## src/rtl/dice_disp_pkg.sv

```systemverilog
// rtl/dice_disp_pkg.sv - shared widths, slot indices, conversion states and BCD helper
package dice_disp_pkg;

    localparam int NDIG  = 3;
    localparam int BCD_W = 12;
    localparam int VAL_W = 8;

    localparam logic [1:0] SLOT_ONES     = 2'd0;
    localparam logic [1:0] SLOT_TENS     = 2'd1;
    localparam logic [1:0] SLOT_HUNDREDS = 2'd2;

    typedef enum logic {IDLE, CONV} conv_state_t;

    // Double-dabble correction: each nibble is adjusted on its own, no carry between nibbles
    function automatic logic [BCD_W-1:0] add3_nibbles(input logic [BCD_W-1:0] s);
        logic [BCD_W-1:0] r;
        r = '0;
        for (int i = 0; i < NDIG; i++) begin
            r[i*4 +: 4] = (s[i*4 +: 4] >= 4'd5) ? s[i*4 +: 4] + 4'd3 : s[i*4 +: 4];
        end
        return r;
    endfunction

endpackage

```

## src/rtl/dice_digit_scanner_if.sv

```systemverilog
// rtl/dice_digit_scanner_if.sv - load request and multiplexed digit bundle
interface dice_digit_scanner_if;
    import dice_disp_pkg::*;

    logic [VAL_W-1:0] value;
    logic             load;
    logic             busy;
    logic [BCD_W-1:0] bcd;
    logic [3:0]       digit;
    logic [NDIG-1:0]  digit_en;
    logic             blank;

    modport master (output value, load, input busy, bcd, digit, digit_en, blank);
    modport slave  (input value, load, output busy, bcd, digit, digit_en, blank);
endinterface

```

## src/rtl/bin2bcd_seq.sv

```systemverilog
// rtl/bin2bcd_seq.sv - 8-iteration shift-add-3 binary to BCD converter
module bin2bcd_seq
    import dice_disp_pkg::*;
(
    input  logic             clk,
    input  logic             rst_n,
    input  logic [VAL_W-1:0] value,
    input  logic             load,
    output logic             busy,
    output logic [BCD_W-1:0] bcd
);

    conv_state_t            state;
    logic [VAL_W-1:0]       shreg;
    logic [BCD_W-1:0]       scratch;
    logic [2:0]             iter;
    logic [BCD_W+VAL_W-1:0] shifted;

    assign shifted = {add3_nibbles(scratch), shreg} << 1;

    // bcd only moves on the final iteration so the display never sees partial results
    always_ff @(posedge clk or negedge rst_n) begin
        if (!rst_n) begin
            state   <= IDLE;
            busy    <= 1'b0;
            shreg   <= '0;
            scratch <= '0;
            iter    <= '0;
            bcd     <= '0;
        end else begin
            case (state)
                IDLE: begin
                    if (load) begin
                        shreg   <= value;
                        scratch <= '0;
                        iter    <= '0;
                        busy    <= 1'b1;
                        state   <= CONV;
                    end
                end
                CONV: begin
                    scratch <= shifted[BCD_W+VAL_W-1:VAL_W];
                    shreg   <= shifted[VAL_W-1:0];
                    iter    <= iter + 3'd1;
                    if (iter == 3'd7) begin
                        bcd   <= shifted[BCD_W+VAL_W-1:VAL_W];
                        busy  <= 1'b0;
                        state <= IDLE;
                    end
                end
                default: state <= IDLE;
            endcase
        end
    end

endmodule

```

## src/rtl/dice_digit_scanner.sv

```systemverilog
// rtl/dice_digit_scanner.sv - BCD conversion plus time-multiplexed digit scan with leading-zero blanking
module dice_digit_scanner
    import dice_disp_pkg::*;
#(
    parameter int SCAN_DIV = 1024,
    parameter bit LZ_BLANK = 1'b1
) (
    input  logic                 clk,
    input  logic                 rst_n,
    dice_digit_scanner_if.slave  bus
);

    localparam int PW = (SCAN_DIV > 1) ? $clog2(SCAN_DIV) : 1;

    logic [BCD_W-1:0] bcd_q;
    logic [PW-1:0]    presc;
    logic [1:0]       slot;
    logic             hund_zero;
    logic             tens_zero;

    bin2bcd_seq u_conv (
        .clk   (clk),
        .rst_n (rst_n),
        .value (bus.value),
        .load  (bus.load),
        .busy  (bus.busy),
        .bcd   (bcd_q)
    );

    always_ff @(posedge clk or negedge rst_n) begin
        if (!rst_n) begin
            presc <= '0;
            slot  <= SLOT_ONES;
        end else if (presc == PW'(SCAN_DIV - 1)) begin
            presc <= '0;
            slot  <= (slot == SLOT_HUNDREDS) ? SLOT_ONES : slot + 2'd1;
        end else begin
            presc <= presc + PW'(1);
        end
    end

    assign hund_zero = (bcd_q[11:8] == 4'd0);
    assign tens_zero = (bcd_q[7:4] == 4'd0);

    // Ones slot is never blanked so a zero result still shows "0"
    always_comb begin
        bus.digit = bcd_q[3:0];
        bus.blank = 1'b0;
        case (slot)
            SLOT_TENS: begin
                bus.digit = bcd_q[7:4];
                bus.blank = hund_zero && tens_zero;
            end
            SLOT_HUNDREDS: begin
                bus.digit = bcd_q[11:8];
                bus.blank = hund_zero;
            end
            default: ;
        endcase
        if (!LZ_BLANK) bus.blank = 1'b0;
    end

    assign bus.digit_en = NDIG'(1) << slot;
    assign bus.bcd      = bcd_q;

endmodule
```

## src/flat_wrapper.sv

```systemverilog
// flat-port wrapper written by rule: the top's interface ports become plain ports
module dice_digit_scanner_flat import dice_disp_pkg::*;
#(
    parameter int SCAN_DIV = 1024,
    parameter bit LZ_BLANK = 1'b1
)
  (clk, rst_n, bus_value, bus_load, bus_busy, bus_bcd, bus_digit, bus_digit_en, bus_blank);
  dice_digit_scanner_if bus_i ();
  input  logic clk;
  input  logic rst_n;
  input wire logic [$bits(bus_i.value)-1:0] bus_value;
  input wire logic [$bits(bus_i.load)-1:0] bus_load;
  output wire logic [$bits(bus_i.busy)-1:0] bus_busy;
  output wire logic [$bits(bus_i.bcd)-1:0] bus_bcd;
  output wire logic [$bits(bus_i.digit)-1:0] bus_digit;
  output wire logic [$bits(bus_i.digit_en)-1:0] bus_digit_en;
  output wire logic [$bits(bus_i.blank)-1:0] bus_blank;
  assign bus_i.value = bus_value;
  assign bus_i.load = bus_load;
  assign bus_busy = bus_i.busy;
  assign bus_bcd = bus_i.bcd;
  assign bus_digit = bus_i.digit;
  assign bus_digit_en = bus_i.digit_en;
  assign bus_blank = bus_i.blank;
  dice_digit_scanner #(.SCAN_DIV(SCAN_DIV), .LZ_BLANK(LZ_BLANK)) u_core (.clk(clk), .rst_n(rst_n), .bus(bus_i));
endmodule
```

## config.mk

```make
export PLATFORM = sky130hd
export DESIGN_NAME = dice_digit_scanner_flat
export DESIGN_NICKNAME = d
export VERILOG_FILES = /design/src/rtl/dice_disp_pkg.sv /design/src/rtl/dice_digit_scanner_if.sv /design/src/rtl/bin2bcd_seq.sv /design/src/rtl/dice_digit_scanner.sv /design/src/flat_wrapper.sv
export SDC_FILE = /design/constraint.sdc
export NUM_CORES = 1
export LEC_CHECK = 0
export ABC_AREA = 1
export CAP_MARGIN = 20
export CORE_MARGIN = 2
export CORE_UTILIZATION = 59
export CTS_BUF_LIST = sky130_fd_sc_hd__clkbuf_16
export DETAILED_ROUTE_END_ITERATION = 10
export GPL_ROUTABILITY_DRIVEN = 1
export PLACE_DENSITY = 0.92
export SLEW_MARGIN = 20
export SYNTH_ARGS = -nofsm -noshare
export SYNTH_HDL_FRONTEND = slang
export SYNTH_SLANG_ARGS = --single-unit
export TNS_END_PERCENT = 20
```

## constraint.sdc

```tcl
create_clock -name clk -period 3.3 [get_ports clk]
set_input_delay 0.495 -clock clk [delete_from_list [all_inputs] [get_ports clk]]
set_output_delay 0.495 -clock clk [all_outputs]
set_load 0.02 [all_outputs]
```

==> reports/qor.csv <==
stage;metric;value;unit
power;switching_share;0.4018;
critical_path;crit_path_start;u_core.slot[0];
critical_path;crit_path_max_fanout;9;
finish;synthToLayoutAreaGrowth;20.30;%
grt;grt_pass1_vias;1938;
placed_design;gp_congestion;0.8632;
critical_path;cp_data_required_time;2800;ps
floorplanning;start_util;0.6134;
drt;wirelength;5201;µm
critical_path;timing.rr.start;u_core.u_conv.state;
drt;vias_per_cell;5.430;
logic_synthesis;synth_xor_area_frac;0.02127;
floorplanning;die_w;68.72;µm
timing;fin_tns_setup;0;ps
critical_path;cp.depth;5;
critical_path;rr_worst_depth;3;
finish;final_nets;356;
finish;design_area;0.002973;mm²
critical_path;cp_top_family;buffers and inverters;
finish;layoutNonFillerInstCount;384;
critical_path;worstSetupPathType;reg2out;
logic_synthesis;synth_top_family_by_area;simple AND/OR/NAND/NOR gates;
timing;max_slew_margin;0.4950;
critical_path;max_stage_delay;630;ps
timing;fin_crit_sh;0.7659;
clock_tree;cts_hold_buf;0;
power;p_sw;1.085;mW
power;clkPwrFrac;0.206;
logic_synthesis;synthCells;300;
grt;grt.total_usage;0.2505;
logic_synthesis;syn_nets;323;
power;p_int;1.615;mW
critical_path;crit_path_start_kind;flop;
logic_synthesis;synth_simple_gate_area_frac;0.2942;
finish;multi_input_comb_area;0.001082;mm²
logic_synthesis;muxShareOfSynthArea;0;
clock_tree;clockBufferDepth;2;
critical_path;critPathBufInv;2;
timing;drv_slew;0;
timing;rsz0062_at_grt;no;
grt;grt_max_degree;50;
critical_path;critPathArrivalTime;2030;ps
critical_path;cp_slowest_cell;clkdlybuf4s50_1;
finish;register_area;0.001226;mm²
logic_synthesis;syn-mean-instance-area;8.237;µm²
timing;period_needed;2528;ps
drt;drt-initial-drc-count;188;
grt;grt_pass1_wl;8569;µm
drt;drtPass1Iterations;4;
placed_design;hpwl;3661;µm
timing;worst_pin_slew;757.6;ps
clock_tree;clockRootBuffer;clkbuf_16;
clock_tree;cts_setup_buffers;0;
floorplanning;fp.dieArea;0.004722;mm²
timing;timing.fmax;395.6;MHz
logic_synthesis;synth_cell_type_count;27;
drt;dr_total_vias;2085;
flow_run;cap_violations;0;
power;power.density;908.2;mW/mm²
grt;use_met1;0.3126;
power;combPwrFrac;0.418;
placed_design;place_inst;376;
power;peakVddDrop;0.5757;mV
logic_synthesis;synth.largest_area_cell;dfrtp_1;
drt;drc_errors;0;
floorplanning;ios;32;
critical_path;cp-end-kind;primary output;
floorplanning;coreArea;0.004029;mm²
finish;postLayoutCoreUtil;0.7379;
run_status;status;complete, no violations;
clock_tree;clkLatencyLatePin;290;ps
power;total_power;2.700;mW
power;seq_power_share;0.376;
finish;diodes;0;
timing;clock-skew-final;6.157;ps
min_path;hold_path_class;in2async;
placed_design;placed_area;0.002808;mm²
logic_synthesis;synthAdderAreaFrac;0.06076;
floorplanning;chipHeight;68.72;µm
grt;met2_usage;0.4231;
logic_synthesis;synth_area_leaders;dfrtp_1, nand2_1, nand3_1, ha_1, inv_1;
grt;busiest_layer;met2;
critical_path;rr_endpoint;u_core.u_conv.scratch[9];
logic_synthesis;ys_ff_latch;49;
timing;setup_viol_count_final;0;
timing;hold_violations;0;
clock_tree;cts_tree;done;
grt;use_met3;0.06006;
clock_tree;cts_resized;0;
clock_tree;cts.sinks;49;
finish;layout-drive-gt1-share;0.04491;
clock_tree;cts_buffers;5;
critical_path;crit_end;bus_digit[2];
grt;overflow;0;
drt;ant_nets;0;
critical_path;r2r_setup_slack;1590;ps
logic_synthesis;synth_compound_area_frac;0.06177;
critical_path;worstPathCellList;inv_1, ha_1, nor2_1, a31oi_1, clkdlybuf4s50_1;
drt;wl_per_cell;13.54;µm
logic_synthesis;synth_area;0.002471;mm²
finish;fill_cells;309;
clock_tree;clk_pin_slew;60;ps
logic_synthesis;yosys.area.top_type_share;0.4962;
floorplanning;row_count;23;
clock_tree;h-tree-depth;2;
logic_synthesis;yosysWarnings;0;
logic_synthesis;ys_seq_area_frac;0.4962;
power;leakagePower;1.481;nW
grt;antenna_found_initial;0;
placed_design;io_buffers;31;
## worst reg2reg max path, delay by kind of cell (launching register included)
family	cells	cell delay [ps]
and+or+nand+nor	1	470
buffers and inverters	1	270
DFF	1	660
AOI/OAI and AO/OA	1	230
## routing by layer
metal	part of all wire	up-vias
met5	0	-
met4	0.016	0
met3	0.054	8
met2	0.49	75
met1	0.44	975
li1	-	1027
## kinds of logic (layout without fill, tap and decap cells)
family / count (synthesis) / count (layout)
fa+ha+maj: 12 / 12
flops: 49 / 49
xor+xnor: 6 / 6
simple gates: 167 / 167
compound gates: 26 / 26
buf+inv: 40 / 74
## per-stage QoR
step / worst slack, ps / hold WS (ps)
finish: 772.4 / 203.7
CTS: 752.1 / 438.6
detailed placement: 1072 / 481.6
floorplan: 1449 / 199.4
global route: 628.9 / 269.1
global placement: 1143 / 462.7
## layout make-up
type	count	area share
clock buffers	5	0.04209
clock inverters	3	0.01263
inverters	35	0.04419
multi-input cells	211	0.3641
flip-flops and latches	49	0.4125
well taps	50	0.02104
repair buffers	31	0.1035
## cells in the final DEF (no fill, tap or decap), drive strengths merged
cell type / count
o21ai: 13
nand2: 103
nor2: 22
o22ai: 4
buf: 1
nor3: 2
bufinv: 1
nand3b: 1
clkbuf: 5
a31oi: 4
a22o: 2
dfrtp: 49
a21oi: 1
clkdlybuf4s50: 30
xor2: 6
nand3: 34
ha: 12
inv: 35
clkinv: 2
o211ai: 2
nand4: 5
## how the worst min path moves through the flow
stage / slack, ps / endpoint / cells after the start / start
2_1_floorplan: 200 / u_core.presc[0] / 0 / rst_n
3_3_place_gp: 460 / u_core.u_conv.scratch[5] / 2 / u_core.u_conv.scratch[5]
3_5_place_dp: 480 / u_core.u_conv.scratch[5] / 2 / u_core.u_conv.scratch[5]
4_1_cts: 440 / u_core.u_conv.bcd[0] / 1 / rst_n
5_1_grt: 270 / u_core.u_conv.bcd[11] / 1 / rst_n
6_report: 200 / u_core.u_conv.bcd[11] / 1 / rst_n
## power groups by stage
stage / clock [mW] / combinational (mW) / sequential [mW]
CTS: 0.566 / 1.14 / 1.01
global placement: 0 / 1.05 / 1.01
detailed placement: 0 / 1.11 / 1.02
finish: 0.556 / 1.13 / 1.01
floorplan: 0 / 0.711 / 1.02
global route: 0.591 / 1.28 / 1.04
## state kept, by name, indices dropped and copies added, names as in the netlist
name	flops
u_core.u_conv.bcd	12
u_core.u_conv.scratch	12
u_core.presc	10
u_core.u_conv.shreg	8
u_core.u_conv.iter	3
u_core.slot	2
u_core.u_conv.busy	1
u_core.u_conv.state	1
## Yosys cell counts
master    count
a21oi_1       1
clkbuf_1      2
nand2_4       1
buf_2         1
ha_1         12
nor3_4        1
clkinv_1      1
nand4_1       5
nand3_2       1
inv_1        31
a22o_1        2
o21ai_1       2
o22ai_1       4
nand3_1      33
xor2_1        6
buf_6         1
o21ai_0      11
nor3_1        1
o211ai_1      2
nand3b_1      1
dfrtp_1      49
buf_4         1
nand2_1     102
nor2_4        2
nor2_1       20
a31oi_1       4
inv_2         3
(Power assumes the default switching activity.)
